## config.mk

```make
export PLATFORM = sky130hd
export DESIGN_NAME = parity_frame_rx
export DESIGN_NICKNAME = d
export VERILOG_FILES = /design/src/rtl/parity_pkg.sv /design/src/rtl/sync_2ff.sv /design/src/rtl/parity_frame_rx.sv
export SDC_FILE = /design/constraint.sdc
export NUM_CORES = 1
export LEC_CHECK = 0
export CAP_MARGIN = 20
export CORE_MARGIN = 2
export CORE_UTILIZATION = 50
export DETAILED_ROUTE_END_ITERATION = 6
export DONT_BUFFER_PORTS = 1
export MAX_ROUTING_LAYER = met4
export PLACE_DENSITY = 0.7
export SLEW_MARGIN = 5
export SYNTH_ARGS = -nofsm -noshare
export SYNTH_HDL_FRONTEND = slang
export SYNTH_SLANG_ARGS = --single-unit
export TNS_END_PERCENT = 30
```

## constraint.sdc

```tcl
create_clock -name clk -period 5 [get_ports clk]
set_clock_uncertainty 0.05 [all_clocks]
set_input_delay 0.75 -clock clk [delete_from_list [all_inputs] [get_ports clk]]
set_output_delay 0.75 -clock clk [all_outputs]
set_load 0.05 [all_outputs]
```

## src/rtl/parity_pkg.sv

```systemverilog
// Shared definitions for the parity frame transmitter, receiver and checker.
package parity_pkg;

  // Payload layout shared with the parity generator and checker.
  localparam int unsigned DATA_BITS = 4;
  localparam int unsigned WORD_W    = 5;

  // Receiver FSM encoding.
  typedef enum logic [2:0] {
    StIdle   = 3'd0,
    StStart  = 3'd1,
    StData   = 3'd2,
    StParity = 3'd3,
    StStop   = 3'd4,
    StBreak  = 3'd5
  } rx_state_e;

endpackage

```

## src/rtl/sync_2ff.sv

```systemverilog
// Multi-flop synchronizer for the async rx line; resets to the idle (high) level.
module sync_2ff #(
  parameter int unsigned DEPTH = 2
) (
  input  logic clk,
  input  logic rst,
  input  logic d,
  output logic q
);

  logic [DEPTH-1:0] sync_q;
  logic [DEPTH-1:0] sync_d;

  // Shift the raw input one stage per clock.
  always_comb begin
    sync_d = {sync_q[DEPTH-2:0], d};
  end

  // Synchronizer chain; reset to 1 so a reset never looks like a start edge.
  always_ff @(posedge clk) begin
    if (rst) begin
      sync_q <= '1;
    end else begin
      sync_q <= sync_d;
    end
  end

  assign q = sync_q[DEPTH-1];

endmodule

```

## src/rtl/parity_frame_rx.sv

```systemverilog
// Async frame receiver: start, 4 data bits LSB first, parity, stop.
// Presents {parity, data} with a valid/ready handshake; flags framing errors and overruns.
module parity_frame_rx
  import parity_pkg::*;
#(
  parameter int unsigned CLKS_PER_BIT = 16,
  parameter int unsigned SYNC_STAGES  = 2
) (
  input  logic              clk,
  input  logic              rst,
  input  logic              rx,
  output logic [WORD_W-1:0] word,
  output logic              word_valid,
  input  logic              word_ready,
  output logic              frame_err,
  output logic              overrun
);

  localparam int unsigned CntW = $clog2(CLKS_PER_BIT);
  localparam logic [CntW-1:0] CntMid  = CntW'(CLKS_PER_BIT / 2 - 1);
  localparam logic [CntW-1:0] CntLast = CntW'(CLKS_PER_BIT - 1);
  localparam logic [1:0]      BitLast = 2'(DATA_BITS - 1);

  logic rx_s;

  rx_state_e            state_q, state_d;
  logic [CntW-1:0]      cnt_q, cnt_d;
  logic [1:0]           bit_idx_q, bit_idx_d;
  logic [DATA_BITS-1:0] shreg_q, shreg_d;
  logic                 par_q, par_d;
  logic [WORD_W-1:0]    word_q, word_d;
  logic                 word_valid_q, word_valid_d;
  logic                 frame_err_q, frame_err_d;
  logic                 overrun_q, overrun_d;

  sync_2ff #(
    .DEPTH(SYNC_STAGES)
  ) u_sync (
    .clk(clk),
    .rst(rst),
    .d  (rx),
    .q  (rx_s)
  );

  // Next-state logic for the frame FSM, bit counters and output register.
  always_comb begin
    state_d      = state_q;
    cnt_d        = cnt_q;
    bit_idx_d    = bit_idx_q;
    shreg_d      = shreg_q;
    par_d        = par_q;
    word_d       = word_q;
    word_valid_d = word_valid_q;
    frame_err_d  = 1'b0;
    overrun_d    = 1'b0;

    // An accepted word is released; a delivery below may re-arm it in the same cycle.
    if (word_valid_q && word_ready) begin
      word_valid_d = 1'b0;
    end

    unique case (state_q)
      StIdle: begin
        cnt_d = '0;
        if (!rx_s) begin
          state_d = StStart;
        end
      end
      StStart: begin
        if (cnt_q == CntMid) begin
          // High at mid-bit means the falling edge was a glitch.
          state_d   = rx_s ? StIdle : StData;
          bit_idx_d = '0;
        end else begin
          cnt_d = cnt_q + CntW'(1);
        end
      end
      StData: begin
        if (cnt_q == CntLast) begin
          cnt_d     = '0;
          shreg_d   = {rx_s, shreg_q[DATA_BITS-1:1]};
          bit_idx_d = bit_idx_q + 2'd1;
          if (bit_idx_q == BitLast) begin
            state_d = StParity;
          end
        end else begin
          cnt_d = cnt_q + CntW'(1);
        end
      end
      StParity: begin
        if (cnt_q == CntLast) begin
          par_d   = rx_s;
          state_d = StStop;
        end else begin
          cnt_d = cnt_q + CntW'(1);
        end
      end
      StStop: begin
        if (cnt_q == CntLast) begin
          if (rx_s) begin
            state_d = StIdle;
            if (!word_valid_q || word_ready) begin
              word_d       = {par_q, shreg_q};
              word_valid_d = 1'b1;
            end else begin
              overrun_d = 1'b1;
            end
          end else begin
            frame_err_d = 1'b1;
            state_d     = StBreak;
          end
        end else begin
          cnt_d = cnt_q + CntW'(1);
        end
      end
      StBreak: begin
        // Hold off until the line returns high so a stuck-low line cannot retrigger.
        cnt_d = '0;
        if (rx_s) begin
          state_d = StIdle;
        end
      end
      default: begin
        state_d = StIdle;
      end
    endcase

    if (state_d != state_q) begin
      cnt_d = '0;
    end
  end

  // State and output registers.
  always_ff @(posedge clk) begin
    if (rst) begin
      state_q      <= StIdle;
      cnt_q        <= '0;
      bit_idx_q    <= '0;
      shreg_q      <= '0;
      par_q        <= 1'b0;
      word_q       <= '0;
      word_valid_q <= 1'b0;
      frame_err_q  <= 1'b0;
      overrun_q    <= 1'b0;
    end else begin
      state_q      <= state_d;
      cnt_q        <= cnt_d;
      bit_idx_q    <= bit_idx_d;
      shreg_q      <= shreg_d;
      par_q        <= par_d;
      word_q       <= word_d;
      word_valid_q <= word_valid_d;
      frame_err_q  <= frame_err_d;
      overrun_q    <= overrun_d;
    end
  end

  assign word       = word_q;
  assign word_valid = word_valid_q;
  assign frame_err  = frame_err_q;
  assign overrun    = overrun_q;

endmodule
```

==> results.yml, run 1 <==
critical_path:
  crit_type: "flip-flop to flip-flop"
  cp_max_fo: 13
  required_ns: 5.18
  crit_path_end_kind: "flip-flop"
  cp_top_family: "simple AND/OR/NAND/NOR gates"
  crit_cells: 5
  r2r_start: "cnt_q[3]"
  path_cells: "and3_1, a32oi_1, o221a_2, mux2i_2, nor4_2"
  r2r_end: "cnt_q[3]"
  reg2reg_depth: 5
  rrSetupSlack_ns: 2.83
  critPathMaxStageDelay_ns: 0.59
  critical_path.slowest_cell: "dfxtp_1"
  start_kind: "flip-flop"
  cp_num_buf_inv: 0
  crit_arrival_ns: 2.35
timing:
  fin_crit_ns: 2.171
  tightest_slew_ns: 0.7022
  slew_viol_final: 0
  hold_viol_final: 0
  finalSetupTns_ns: 0
  fin_crit_sh: 0.4342
  max_freq_ghz: 0.4606
  finalSetupViolCount: 0
  grt_setup_unrepaired: "no"
  max_slew_margin: 0.5312
global_route:
  overflow: 0
  grt_pass1_vias: 881
  grt_max_degree: 20
  antenna_found_initial: 0
  grt.total_usage: 0.1934
  grt_pass1_wl_microns: 3946
synth:
  synthTopCellsByArea: "dfxtp_1, mux2i_1, a21oi_1, nor2_1, nand3_1"
  ys_async_sr_fraction: 0
  syn_inst: 144
  synth_cell_type_count: 43
  synth_top_cell_area_share: 0.3883
  ys_seq_area_frac: 0.3883
  syn_avg_cell_area_sq_um: 8.593
  yosys.area.top_type: "dfxtp_1"
  synth_area_sq_mm: 0.001237
  ys_seq_elements: 24
  synth_common_cells: "dfxtp_1, nor2_1, a21oi_1"
  synth_most_common_cell: "dfxtp_1"
  yosys_warnings: 0
  syn-num-nets: 150
  synth_edf_count: 0
  synth-main-ff-cell: "dfxtp_1"
clock_tree:
  ctsResizeCount: 0
  cts_sinks: 24
  post_cts_buffers: 0
  clkTransAtPathRegs_ns: 0.13
  cts_tree: "built"
  clockBufferDepth: 2
  cts_max_level: 1
  ctsHoldBuffers: 0
  clk_latency_ns: 0.31
  cts_made_buffers: 3
  cts_root_buffer: "clkbuf_4"
place:
  placed_cell_area_sq_mm: 0.001216
  numPortBuffers: 0
  hpwl_microns: 1716
  gp_congestion: 0.8932
detailed_routing:
  wl_per_cell_microns: 14.68
  remaining_drc_errors: 0
  wirelength_microns: 2451
  ant_nets: 0
  dr.pass1.iters: 4
  routed_via_density: 5.916
  first_iter_violations: 18
  dr_total_vias: 988
min_path:
  holdCritStartpoint: "u_sync.sync_q[0]"
  worstHoldEndpoint: "u_sync.sync_q[1]"
  hp-class: "flip-flop to flip-flop"
  hold_path_depth: 1
final_layout:
  stdcell_area_sq_mm: 0.001269
  syn_to_final_growth_pct: 2.528
  postLayoutCoreUtil: 0.5265
  diodes: 0
  multi_input_area_sq_um: 686.9
  nNetsFinal: 144
  fillers: 224
  seqCellArea_sq_um: 480.5
  drive_gt1_frac: 0.1314
pwr:
  switching_share: 0.2209
  p_per_area_mw_per_mm2: 294.0
  p_sw_uw: 82.39
  p_int_uw: 290.6
  ir_worst_vdd_mv: 0.2019
  p_clk_frac: 0.372
  p_comb_frac: 0.088
  leakagePower_nw: 0.4806
  p_seq_frac: 0.540
status:
  status: "finished, final reports clean"
floorplan:
  die_w_microns: 53.75
  die_h_microns: 53.75
  fp.dieArea_sq_mm: 0.002889
  core-area_sq_mm: 0.002410
  initial_core_util: 0.5135
  io_pins: 12
  rows: 18
run:
  cap_violations: 0
## cell usage in the layout, fill, tap and decap left out, drive strengths merged, types with 3 or more instances in the layout
cell type,synthesis,routed
nor3,4,4
nand2b,3,3
nor2,19,19
o21ai,5,5
nor4,4,4
a21oi,16,16
nand3,8,8
mux2i,10,10
nand2,9,9
clkbuf,6,3
inv,3,3
dfxtp,24,24
## cell type report
cell class / count / share of cell area
clock buffer: 3 / 0.01775
multi-input combinational: 106 / 0.5414
tap: 30 / 0.02959
sequential: 24 / 0.3787
clock inverter: 1 / 0.02367
inverter: 3 / 0.008876
## how the worst max path moves through the flow
stage                          end        from  slack [ns]
after floorplan           cnt_q[3]         rst        3.02
after global placement    cnt_q[0]  state_q[0]        2.92
after detailed placement  cnt_q[3]    cnt_q[3]        2.85
after CTS                 cnt_q[3]    cnt_q[3]        2.82
after global routing      cnt_q[3]    cnt_q[3]        2.61
final                     cnt_q[3]    cnt_q[3]        2.83
## sequential cells by signal, summed over array words and instances (netlist names)
| register | count |
|---|---|
| word_valid | 1 |
| state_q | 3 |
| word | 5 |
| par_q | 1 |
| overrun | 1 |
| frame_err | 1 |
| cnt_q | 4 |
| shreg_q | 4 |
| bit_idx_q | 2 |
| u_sync.sync_q | 2 |
## metrics by stage
stage | hold slack [ns] | setup slack, ns | power [mW] | cells
6_report | 0.3793 | 2.829 | 0.3730 | 167
5_1_grt | 0.3906 | 2.615 | 0.3883 | 167
4_1_cts | 0.3835 | 2.821 | 0.3787 | 167
3_5_place_dp | 0.3478 | 2.850 | 0.2381 | 163
3_3_place_gp | 0.3462 | 2.923 | 0.2381 | 163
2_1_floorplan | 0.3395 | 3.023 | 0.2362 | 144
## cells by family (layout without fill, tap and decap cells)
| logic type | Yosys count | after routing | share of synthesized area |
|---|---|---|---|
| compound gates | 34 | 34 | 0.1790 |
| fa+ha+maj | 2 | 2 | 0.02022 |
| buf+inv | 14 | 7 | 0.05662 |
| simple gates | 57 | 57 | 0.2467 |
| xor+xnor | 1 | 1 | 0.007079 |
| flops | 24 | 24 | 0.3883 |
| mux | 12 | 12 | 0.1021 |
## power groups by stage
stage | clock network (mW) | logic (mW) | registers (mW)
2_1_floorplan | 0 | 0.0374 | 0.199
4_1_cts | 0.145 | 0.0329 | 0.201
3_5_place_dp | 0 | 0.0327 | 0.205
3_3_place_gp | 0 | 0.0327 | 0.205
6_report | 0.139 | 0.0329 | 0.201
5_1_grt | 0.150 | 0.0366 | 0.202
## routing by layer
metal / up-vias / wire length, microns / GRT usage
met5: - / 0 / -
met4: 0 / 28 / 0.06410
met3: 4 / 43 / 0.02500
met2: 8 / 1188 / 0.3049
met1: 470 / 1190 / 0.2551
li1: 506 / - / -
No activity file was read; power rests on OpenSTA's default activity.
==> inputs of run 2 (changes only) <==
--- a/config.mk
+++ b/config.mk
@@ -11,7 +11,7 @@
 export DETAILED_ROUTE_END_ITERATION = 6
 export DONT_BUFFER_PORTS = 1
 export MAX_ROUTING_LAYER = met4
-export PLACE_DENSITY = 0.7
+export PLACE_DENSITY = 0.73
 export SLEW_MARGIN = 5
 export SYNTH_ARGS = -nofsm -noshare
 export SYNTH_HDL_FRONTEND = slang
==> constraint.sdc (replaced) <==
create_clock -name clk -period 1.95 [get_ports clk]
set_clock_uncertainty 0.05 [all_clocks]
set_input_delay 0.2925 -clock clk [delete_from_list [all_inputs] [get_ports clk]]
set_output_delay 0.2925 -clock clk [all_outputs]
set_load 0.05 [all_outputs]
==> run 2 against run 1 <==
- sequential share of layout area is 2.4 points lower
- non-clock buffer count is 9 higher
- clock-buffer cell count stayed put
- cell count is 5.4% higher
- fmax is 13% higher
- hold slack worse by 0.35 ns
- register-to-register slack worse by 2.8 ns
- first-iteration DRC count is 61% higher
- setup slack worse by 2.8 ns
- power grew to 2.6 times the previous value
- largest cell class unchanged
- critical path type unchanged
- via count is 5.1% higher
==> results.yml, run 2 (synthesis results as in run 1) <==
floorplan:
  fp.dieArea_sq_mm: 0.002889
  core-area_sq_mm: 0.002410
  io_pins: 12
  initial_core_util: 0.5135
  rows: 18
  die_h_microns: 53.75
  die_w_microns: 53.75
timing:
  max_freq_ghz: 0.5216
  max_slew_margin: 0.6486
  grt_setup_unrepaired: "yes"
  fin_crit_sh: 0.9831
  slew_viol_final: 0
  finalSetupViolCount: 0
  hold_viol_final: 0
  finalSetupTns_ns: 0
  fin_crit_ns: 1.917
  tightest_slew_ns: 0.5254
  fin_ws_ns: 0.03288
detailed_routing:
  routed_via_density: 5.898
  dr.pass1.iters: 4
  ant_nets: 0
  wirelength_microns: 2546
  wl_per_cell_microns: 14.47
  remaining_drc_errors: 0
  dr_total_vias: 1038
  first_iter_violations: 29
final_layout:
  drive_gt1_frac: 0.1918
  multi_input_area_sq_um: 690.7
  layout_common_cells: "dfxtp_1, nor2_1, a21oi_1"
  stdcell_area_sq_mm: 0.001355
  seqCellArea_sq_um: 480.5
  largest_register_ffs: 5
  diodes: 0
  nNetsFinal: 153
  postLayoutCoreUtil: 0.5623
  fillers: 214
  layout_commonest_cell: "dfxtp_1"
  syn_to_final_growth_pct: 9.505
place:
  gp_congestion: 0.8399
  pre_cts_ws_ns: 0.04518
  numPortBuffers: 0
  placed_cell_area_sq_mm: 0.001289
  hpwl_microns: 1884
pwr:
  p_per_area_mw_per_mm2: 720.1
  finalPower_uw: 975.7
  leakagePower_nw: 0.5287
  ir_worst_vdd_mv: 0.4713
global_route:
  grt_max_degree: 17
  grt_pass1_wl_microns: 3953
  antenna_found_initial: 0
  grt_pass1_vias: 866
  grt.total_usage: 0.1913
  overflow: 0
critical_path:
  required_ns: 2.10
  crit_arrival_ns: 2.07
  path_cells: "ha_1, and3_2, a32oi_1, o221a_2, mux2i_2, nor4_2"
  critPathMaxStageDelay_ns: 0.36
  crit_type: "flip-flop to flip-flop"
  cp_max_fo: 6
  crit_path_end_kind: "flip-flop"
  critical_path.slowest_cell: "dfxtp_1"
  start_kind: "flip-flop"
clock_tree:
  cts_made_buffers: 3
  cts_sinks: 24
  cts_root_buffer: "clkbuf_4"
  cts_max_level: 1
  clockBufferDepth: 2
  clkTransAtPathRegs_ns: 0.13
  cts_tree: "built"
  post_cts_buffers: 0
  clk_latency_ns: 0.31
status:
  status: "finished, final reports clean"
min_path:
  hp-class: "input pin to flip-flop"
run:
  cap_violations: 0
[run 2: cell types whose count changed in the layout (fill, tap and decap cells not counted)]
cell,before,now
and3_2,0,1
dlygate4sd3_1,0,1
and3_1,2,1
nand2b_2,0,1
buf_4,0,7
buf_12,0,1
nand2b_1,3,2
[run 2: path summary, 6_finish.rpt]
check | start | endpoint | slack, ns | cells after the start
worst max-delay path | cnt_q[0] | cnt_q[3] | 0.03 | 6
worst min-delay path | rx | u_sync.sync_q[0] | 0.03 | 1
worst max register to register | cnt_q[0] | cnt_q[3] | 0.03 | 6
worst min register to register | u_sync.sync_q[0] | u_sync.sync_q[1] | 0.39 | 1
[run 2: repair_timing]
action,in CTS,in global routing
gates resized for setup,0,2
hold buffers,1,0
endpoints found under the hold margin,16,0
setup endpoints to repair,0,9
[run 2: metal layers]
layer	part of all wire	global-route usage
met1	0.49	0.2624
met2	0.47	0.2927
met3	0.044	0.03611
met4	0	0.03846
met5	0	-
[run 2: layout make-up]
cell class                 count  share of cell area
inverter                       3            0.008310
tap                           30             0.02770
timing repair buffer           9             0.06094
clock buffer                   3             0.01662
clock inverter                 1             0.02216
multi-input combinational    106              0.5097
sequential                    24              0.3546
[run 2: stage by stage]
step	hold WS, ns	cells
floorplan	0.3395	144
global placement	0.3141	171
detailed placement	0.3163	171
CTS	0.01701	176
global route	0.0007963	176
finish	0.02764	176
[run 2: critical path: cells and delay by family (launching register included)]
family,cells,cell delay (ns)
flops,1,0.36
mux,1,0.36
fa+ha+maj,1,0.24
simple gates,2,0.36
compound gates,2,0.44
[run 2: power by group]
group,switching [mW],total (mW),internal (mW)
sequential,0.00924,0.506,0.497
combinational,0.0618,0.114,0.0526
clock,0.147,0.355,0.208
total,0.219,0.976,0.757
==> variant 1, RTL diff (flow settings as in run 2) <==
The output `overrun` loses its register stage (`overrun_q` becomes a continuous assignment).
--- a/src/rtl/parity_frame_rx.sv
+++ b/src/rtl/parity_frame_rx.sv
@@ -141,7 +141,6 @@
       word_q       <= '0;
       word_valid_q <= 1'b0;
       frame_err_q  <= 1'b0;
-      overrun_q    <= 1'b0;
     end else begin
       state_q      <= state_d;
       cnt_q        <= cnt_d;
@@ -151,9 +150,10 @@
       word_q       <= word_d;
       word_valid_q <= word_valid_d;
       frame_err_q  <= frame_err_d;
-      overrun_q    <= overrun_d;
     end
   end
+
+  assign overrun_q = overrun_d;
 
   assign word       = word_q;
   assign word_valid = word_valid_q;
Function: no difference found for any inputs over 10 cycles, from zero or initial values and one cycle with rst high; that may be too few to reach the edited logic, so the function may still have changed.
==> variant 1 against run 2 <==
- sequential cell count fell by 1
- synthesized area is 6.1% lower
- count of clock-buffer cells in the layout stayed put
- via count grew 0.48%
- worst setup slack gained 11 ps
- cell count grew 1.1%
- final area is 2.1% higher
- sequential share of layout area down 1.8 points
- routed wire length increased by 7.1%
- critical path depth increased by 1
- hold slack lost 3.9 ps
Power is not compared: it rests on default switching activity, and its combinational part moved more than twofold at a synthesized area within 25%.
==> variant 1: results (changes against run 2) <==
.. list-table::
   :header-rows: 1

   * - Metric
     - Value
   * - Run status
     - finished, final reports clean (unchanged)
   * - GR Util All Layers
     - 0.2170 (was 0.1913)
   * - Detail Route met3 WL
     - 120 um (was 113 um)
   * - Final cell count without fillers
     - 178 (was 176)
   * - Wire length after detailed routing
     - 2728 um (was 2546 um)
   * - Synth Instances
     - 133 (was 144)
   * - Area taken by flip-flops and latches
     - 465.4 sq um (was 480.5 sq um)
   * - Gpl congestion
     - 0.8750 (was 0.8399)
   * - Min-Delay Endpoint
     - u_sync.sync_q[1]$_SDFF_PP1_ (was u_sync.sync_q[0]$_SDFF_PP1_)
   * - Top cell types by occurrence after synthesis
     - 23 x sky130_fd_sc_hd__dfxtp_1, 18 x sky130_fd_sc_hd__nor2_1, 15 x sky130_fd_sc_hd__a21oi_1, 9 x sky130_fd_sc_hd__mux2i_1, 9 x sky130_fd_sc_hd__nand2_1 (was 24 x sky130_fd_sc_hd__dfxtp_1, 18 x sky130_fd_sc_hd__nor2_1, 16 x sky130_fd_sc_hd__a21oi_1, 9 x sky130_fd_sc_hd__mux2i_1, 9 x sky130_fd_sc_hd__nand2_1)
   * - Count of buffers not belonging to the clock network in the layout
     - 24 (was 9)
   * - Number of instances in the placed design
     - 173 (was 171)
   * - Worst slack at placement
     - -66.55 ps (was 45.18 ps)
   * - Cell types with the largest area share after synthesis
     - sky130_fd_sc_hd__dfxtp_1 40%, sky130_fd_sc_hd__mux2i_1 7.8%, sky130_fd_sc_hd__a21oi_1 6.5% (was sky130_fd_sc_hd__dfxtp_1 39%, sky130_fd_sc_hd__mux2i_1 7.3%, sky130_fd_sc_hd__a21oi_1 6.5%)
   * - Met1 routing resource usage after global routing
     - 0.2642 (was 0.2624)
   * - Worst Path Arrival
     - 2100 ps (was 2070 ps)
   * - Sum of met2 wire segment lengths after detailed routing
     - 1347 um (was 1195 um)
   * - Met2 Use GR
     - 0.3565 (was 0.2927)
   * - Slew at the pin with the worst max-slew slack
     - 599.8 ps (was 525.4 ps)
   * - Post-synthesis to final-layout area growth
     - 19.05% (was 9.505%)
   * - Routed length on met1
     - 1232 um (was 1238 um)
   * - Fraction of area in non-clock buffers
     - 0.1410 (was 0.06094)
   * - Syn nets
     - 139 (was 150)
   * - Number of global-route vias before repair
     - 923 (was 866)
   * - Detailed placer's ending HPWL
     - 1968 um (was 1884 um)
   * - Pin count of the biggest net entering global routing
     - 18 (was 17)
   * - Count of multi-input gates
     - 98 (was 106)
   * - Placed inst area
     - 0.001282 sq mm (was 0.001289 sq mm)
   * - Top layer in use
     - met4 (was met3)
   * - Fillcell total
     - 194 (was 214)
   * - Nonclk inv count
     - 1 (was 3)
   * - Share of the final layout cell area in multi-input gates
     - 0.4747 (was 0.5097)
   * - Global-route wire length before repair
     - 4257 um (was 3953 um)
   * - Hold path startpoint
     - rst (was rx)
-- variant 1: logic make-up after synthesis --
group | after synthesis | share of synthesized area
multiplexers | 9 | 0.07751
adder cells (fa/ha/maj) | 2 | 0.02153
AND/OR/NAND/NOR | 52 | 0.2217
buffers and inverters | 12 | 0.09149
XOR/XNOR | 1 | 0.007536
flip-flops | 23 | 0.3961
AO/OA/AOI/OAI | 34 | 0.1841
-- variant 1: critical path, stage by stage (launching register included) --
cell and delay [ps]:
sky130_fd_sc_hd__dfxtp_2 380, sky130_fd_sc_hd__ha_4 160, sky130_fd_sc_hd__nand3_1 140, sky130_fd_sc_hd__a2111oi_2 350, sky130_fd_sc_hd__buf_4 180, sky130_fd_sc_hd__a211oi_4 50, sky130_fd_sc_hd__mux2i_4 220, sky130_fd_sc_hd__nor4_2 300
-- variant 1: timing repair --
action	CTS	global route
endpoints found under the setup margin	5	5
hold endpoints to repair	17	0
hold buffers	1	0
buffers inserted	1	0
resized for setup	8	7
cloned	0	0
pin swaps	3	1
==> variant 2, RTL diff (settings of run 2) <==
Without the edit above. Change the parameter `CLKS_PER_BIT` from 16 to 8.
--- a/src/rtl/parity_frame_rx.sv
+++ b/src/rtl/parity_frame_rx.sv
@@ -3,7 +3,7 @@
 module parity_frame_rx
   import parity_pkg::*;
 #(
-  parameter int unsigned CLKS_PER_BIT = 16,
+  parameter int unsigned CLKS_PER_BIT = 8,
   parameter int unsigned SYNC_STAGES  = 2
 ) (
   input  logic              clk,
Behaviour: same outputs for any inputs over 10 cycles, from zero or initial values and one cycle with rst high; that may be too few to reach the edited logic, so the function may still have changed.
==> variant 2 against run 2 <==
- the flow now finishes with violations (negative setup slack)
- first-iteration DRC count down 38%
- routed wire length down 5.2%
- final area up 3.8%
- sequential cell count down 1
- worst setup slack worse by 81 ps
- synthesized area down 0.61%
Power is not compared: it rests on default switching activity, and its combinational part moved more than twofold at a synthesized area within 25%.
==> variant 2: results (changes against run 2) <==
.. list-table::
   :header-rows: 1

   * - Metric
     - Value
   * - Post-synthesis adder-cell area fraction
     - 0.06104 (was 0.02022)
   * - Post-route worst hold slack
     - 28.73 ps (was 27.64 ps)
   * - Diode insertion count for antenna repair
     - 0 (unchanged)
   * - Syn nets
     - 143 (was 150)
   * - Number of DRC markers in iteration 0
     - 18 (was 29)
   * - FF-to-FF Start
     - cnt_q[1]$_SDFFE_PP0P_ (was cnt_q[0]$_SDFFE_PP0P_)
   * - Worst Path Arrival
     - 2170 ps (was 2070 ps)
   * - Number of vias per cell after detailed routing
     - 5.620 (was 5.898)
   * - Worst-Skew Late Latency
     - 310 ps (about the same)
   * - Portion of netlist area occupied by mux cells
     - 0.09766 (was 0.1021)
   * - Die Wd
     - 53.60 um (was 53.75 um)
   * - Violations in the final reports
     - negative setup slack
   * - Clk pin slew, worst setup/hold paths
     - 110 ps (was 130 ps)
   * - Hold path startpoint
     - rx (unchanged)
   * - Count of cell types in the netlist
     - 39 (was 43)
   * - Worst hold path stage count
     - 1 (unchanged)
   * - Worst path top cell family by delay
     - simple AND/OR/NAND/NOR gates (was compound AO/OA/AOI/OAI gates)
   * - Fillcell total
     - 189 (was 214)
   * - Slew at the pin with the worst max-slew slack
     - 627.3 ps (was 525.4 ps)
   * - Fraction of layout cells with a size suffix above 1
     - 0.2657 (was 0.1918)
   * - Max rail drop VDD
     - 0.0004760 V
   * - TNS Setup
     - -48.02 ps (was 0 ps)
   * - Wire length after detailed routing
     - 2413 um (was 2546 um)
   * - Worst slack at placement
     - -52.15 ps (was 45.18 ps)
   * - Number of instances in the placed design
     - 164 (was 171)
   * - Register area share after synthesis
     - 0.3744 (was 0.3883)
   * - Cell with the largest stage delay on the worst path
     - sky130_fd_sc_hd__or4_4 (was sky130_fd_sc_hd__dfxtp_1)
   * - Maximum fanout encountered on the critical timing path
     - 5 (was 6)
   * - Detailed placer's ending HPWL
     - 1686 um (was 1884 um)
   * - Run status
     - finished with violations (was finished, final reports clean)
   * - Global-route wire length before repair
     - 3967 um (was 3953 um)
   * - Post-layout worst setup margin
     - -48.02 ps (was 32.88 ps)
   * - Cell types with the largest area share after synthesis
     - sky130_fd_sc_hd__dfxtp_1 37%, sky130_fd_sc_hd__mux2i_1 9.8%, sky130_fd_sc_hd__ha_1 6.1% (was sky130_fd_sc_hd__dfxtp_1 39%, sky130_fd_sc_hd__mux2i_1 7.3%, sky130_fd_sc_hd__a21oi_1 6.5%)
   * - XOR/XNOR share of the synthesized area
     - 0.01322 (was 0.007078)
   * - Setup-violating endpoint count in the final report
     - 1 (was 0)
   * - Number of global-route vias before repair
     - 908 (was 866)
   * - Final cell count without fillers
     - 171 (was 176)
   * - Pin count of the biggest net entering global routing
     - 19 (was 17)
   * - Mean Syn Cell Area
     - 9.248 sq um (was 8.593 sq um)
   * - CP max stage delay
     - 510 ps (was 360 ps)
   * - GR Util All Layers
     - 0.1959 (was 0.1913)
   * - Endpoint of the most critical register-to-register path
     - cnt_q[2]$_SDFFE_PP0P_ (was cnt_q[3]$_SDFFE_PP0P_)
==> variant 2: cell types whose count changed after synthesis, sizes merged, moves of 3 or more <==
cell    delta
ha         +4
nand2      -5
nand3      -6
a21oi     -12
nor2b      +3
nand3b     +3
nor4bb     +3
==> variant 2: cell type report <==
class | instances | area (sq um) | area share
inverters | 2 | 7.507 | 0.005338
repair buffers | 18 | 137.6 | 0.09786
clock buffers | 4 | 26.28 | 0.01868
well taps | 28 | 35.03 | 0.02491
flip-flops and latches | 23 | 465.4 | 0.3310
multi-input cells | 96 | 734.5 | 0.5222
==> variant 2: how the worst max path moves through the flow <==
stage / from / end / slack [ps] / cells past startpoint
2_1_floorplan: cnt_q[0]$_SDFFE_PP0P_ / cnt_q[2]$_SDFFE_PP0P_ / -20 / 7
5_1_grt: cnt_q[0]$_SDFFE_PP0P_ / cnt_q[2]$_SDFFE_PP0P_ / -90 / 6
4_1_cts: cnt_q[0]$_SDFFE_PP0P_ / cnt_q[2]$_SDFFE_PP0P_ / -10 / 6
3_5_place_dp: cnt_q[1]$_SDFFE_PP0P_ / cnt_q[2]$_SDFFE_PP0P_ / -50 / 6
6_report: cnt_q[1]$_SDFFE_PP0P_ / cnt_q[2]$_SDFFE_PP0P_ / -50 / 6
3_3_place_gp: cnt_q[1]$_SDFFE_PP0P_ / cnt_q[2]$_SDFFE_PP0P_ / -9 / 6
==> variant 2: repair_timing <==
item,in CTS,in global routing
setup endpoints to repair,6,8
pin swaps,4,2
hold endpoints to repair,18,0
hold buffers,1,0
gates resized for setup,7,2
buffers inserted,1,1
==> variant 2: layer usage <==
| layer | wire (um) | track usage | vias to the layer above | share of wire |
|---|---|---|---|---|
| met5 | 0 | - | - | 0 |
| met4 | 53 | 0.1026 | 0 | 0.022 |
| met3 | 67 | 0.02222 | 5 | 0.028 |
| met2 | 1112 | 0.3128 | 13 | 0.46 |
| met1 | 1179 | 0.2435 | 444 | 0.49 |
| li1 | - | - | 499 | - |
==> variant 2: cell families (layout without fill, tap and decap cells) <==
kind of cell / after synthesis / in the layout
XOR/XNOR: 1 / 1
AND/OR/NAND/NOR: 58 / 58
adder cells (fa/ha/maj): 6 / 6
AO/OA/AOI/OAI: 19 / 19
buffers and inverters: 14 / 24
multiplexers: 12 / 12
flip-flops: 23 / 23
==> variant 2: worst reg2reg max path, cell delays in order (launching register included) <==
cell	delay [ps]
sky130_fd_sc_hd__dfxtp_2	350
sky130_fd_sc_hd__ha_4	180
sky130_fd_sc_hd__ha_4	170
sky130_fd_sc_hd__and3_4	170
sky130_fd_sc_hd__or2_4	250
sky130_fd_sc_hd__or4_4	510
sky130_fd_sc_hd__a221oi_2	230
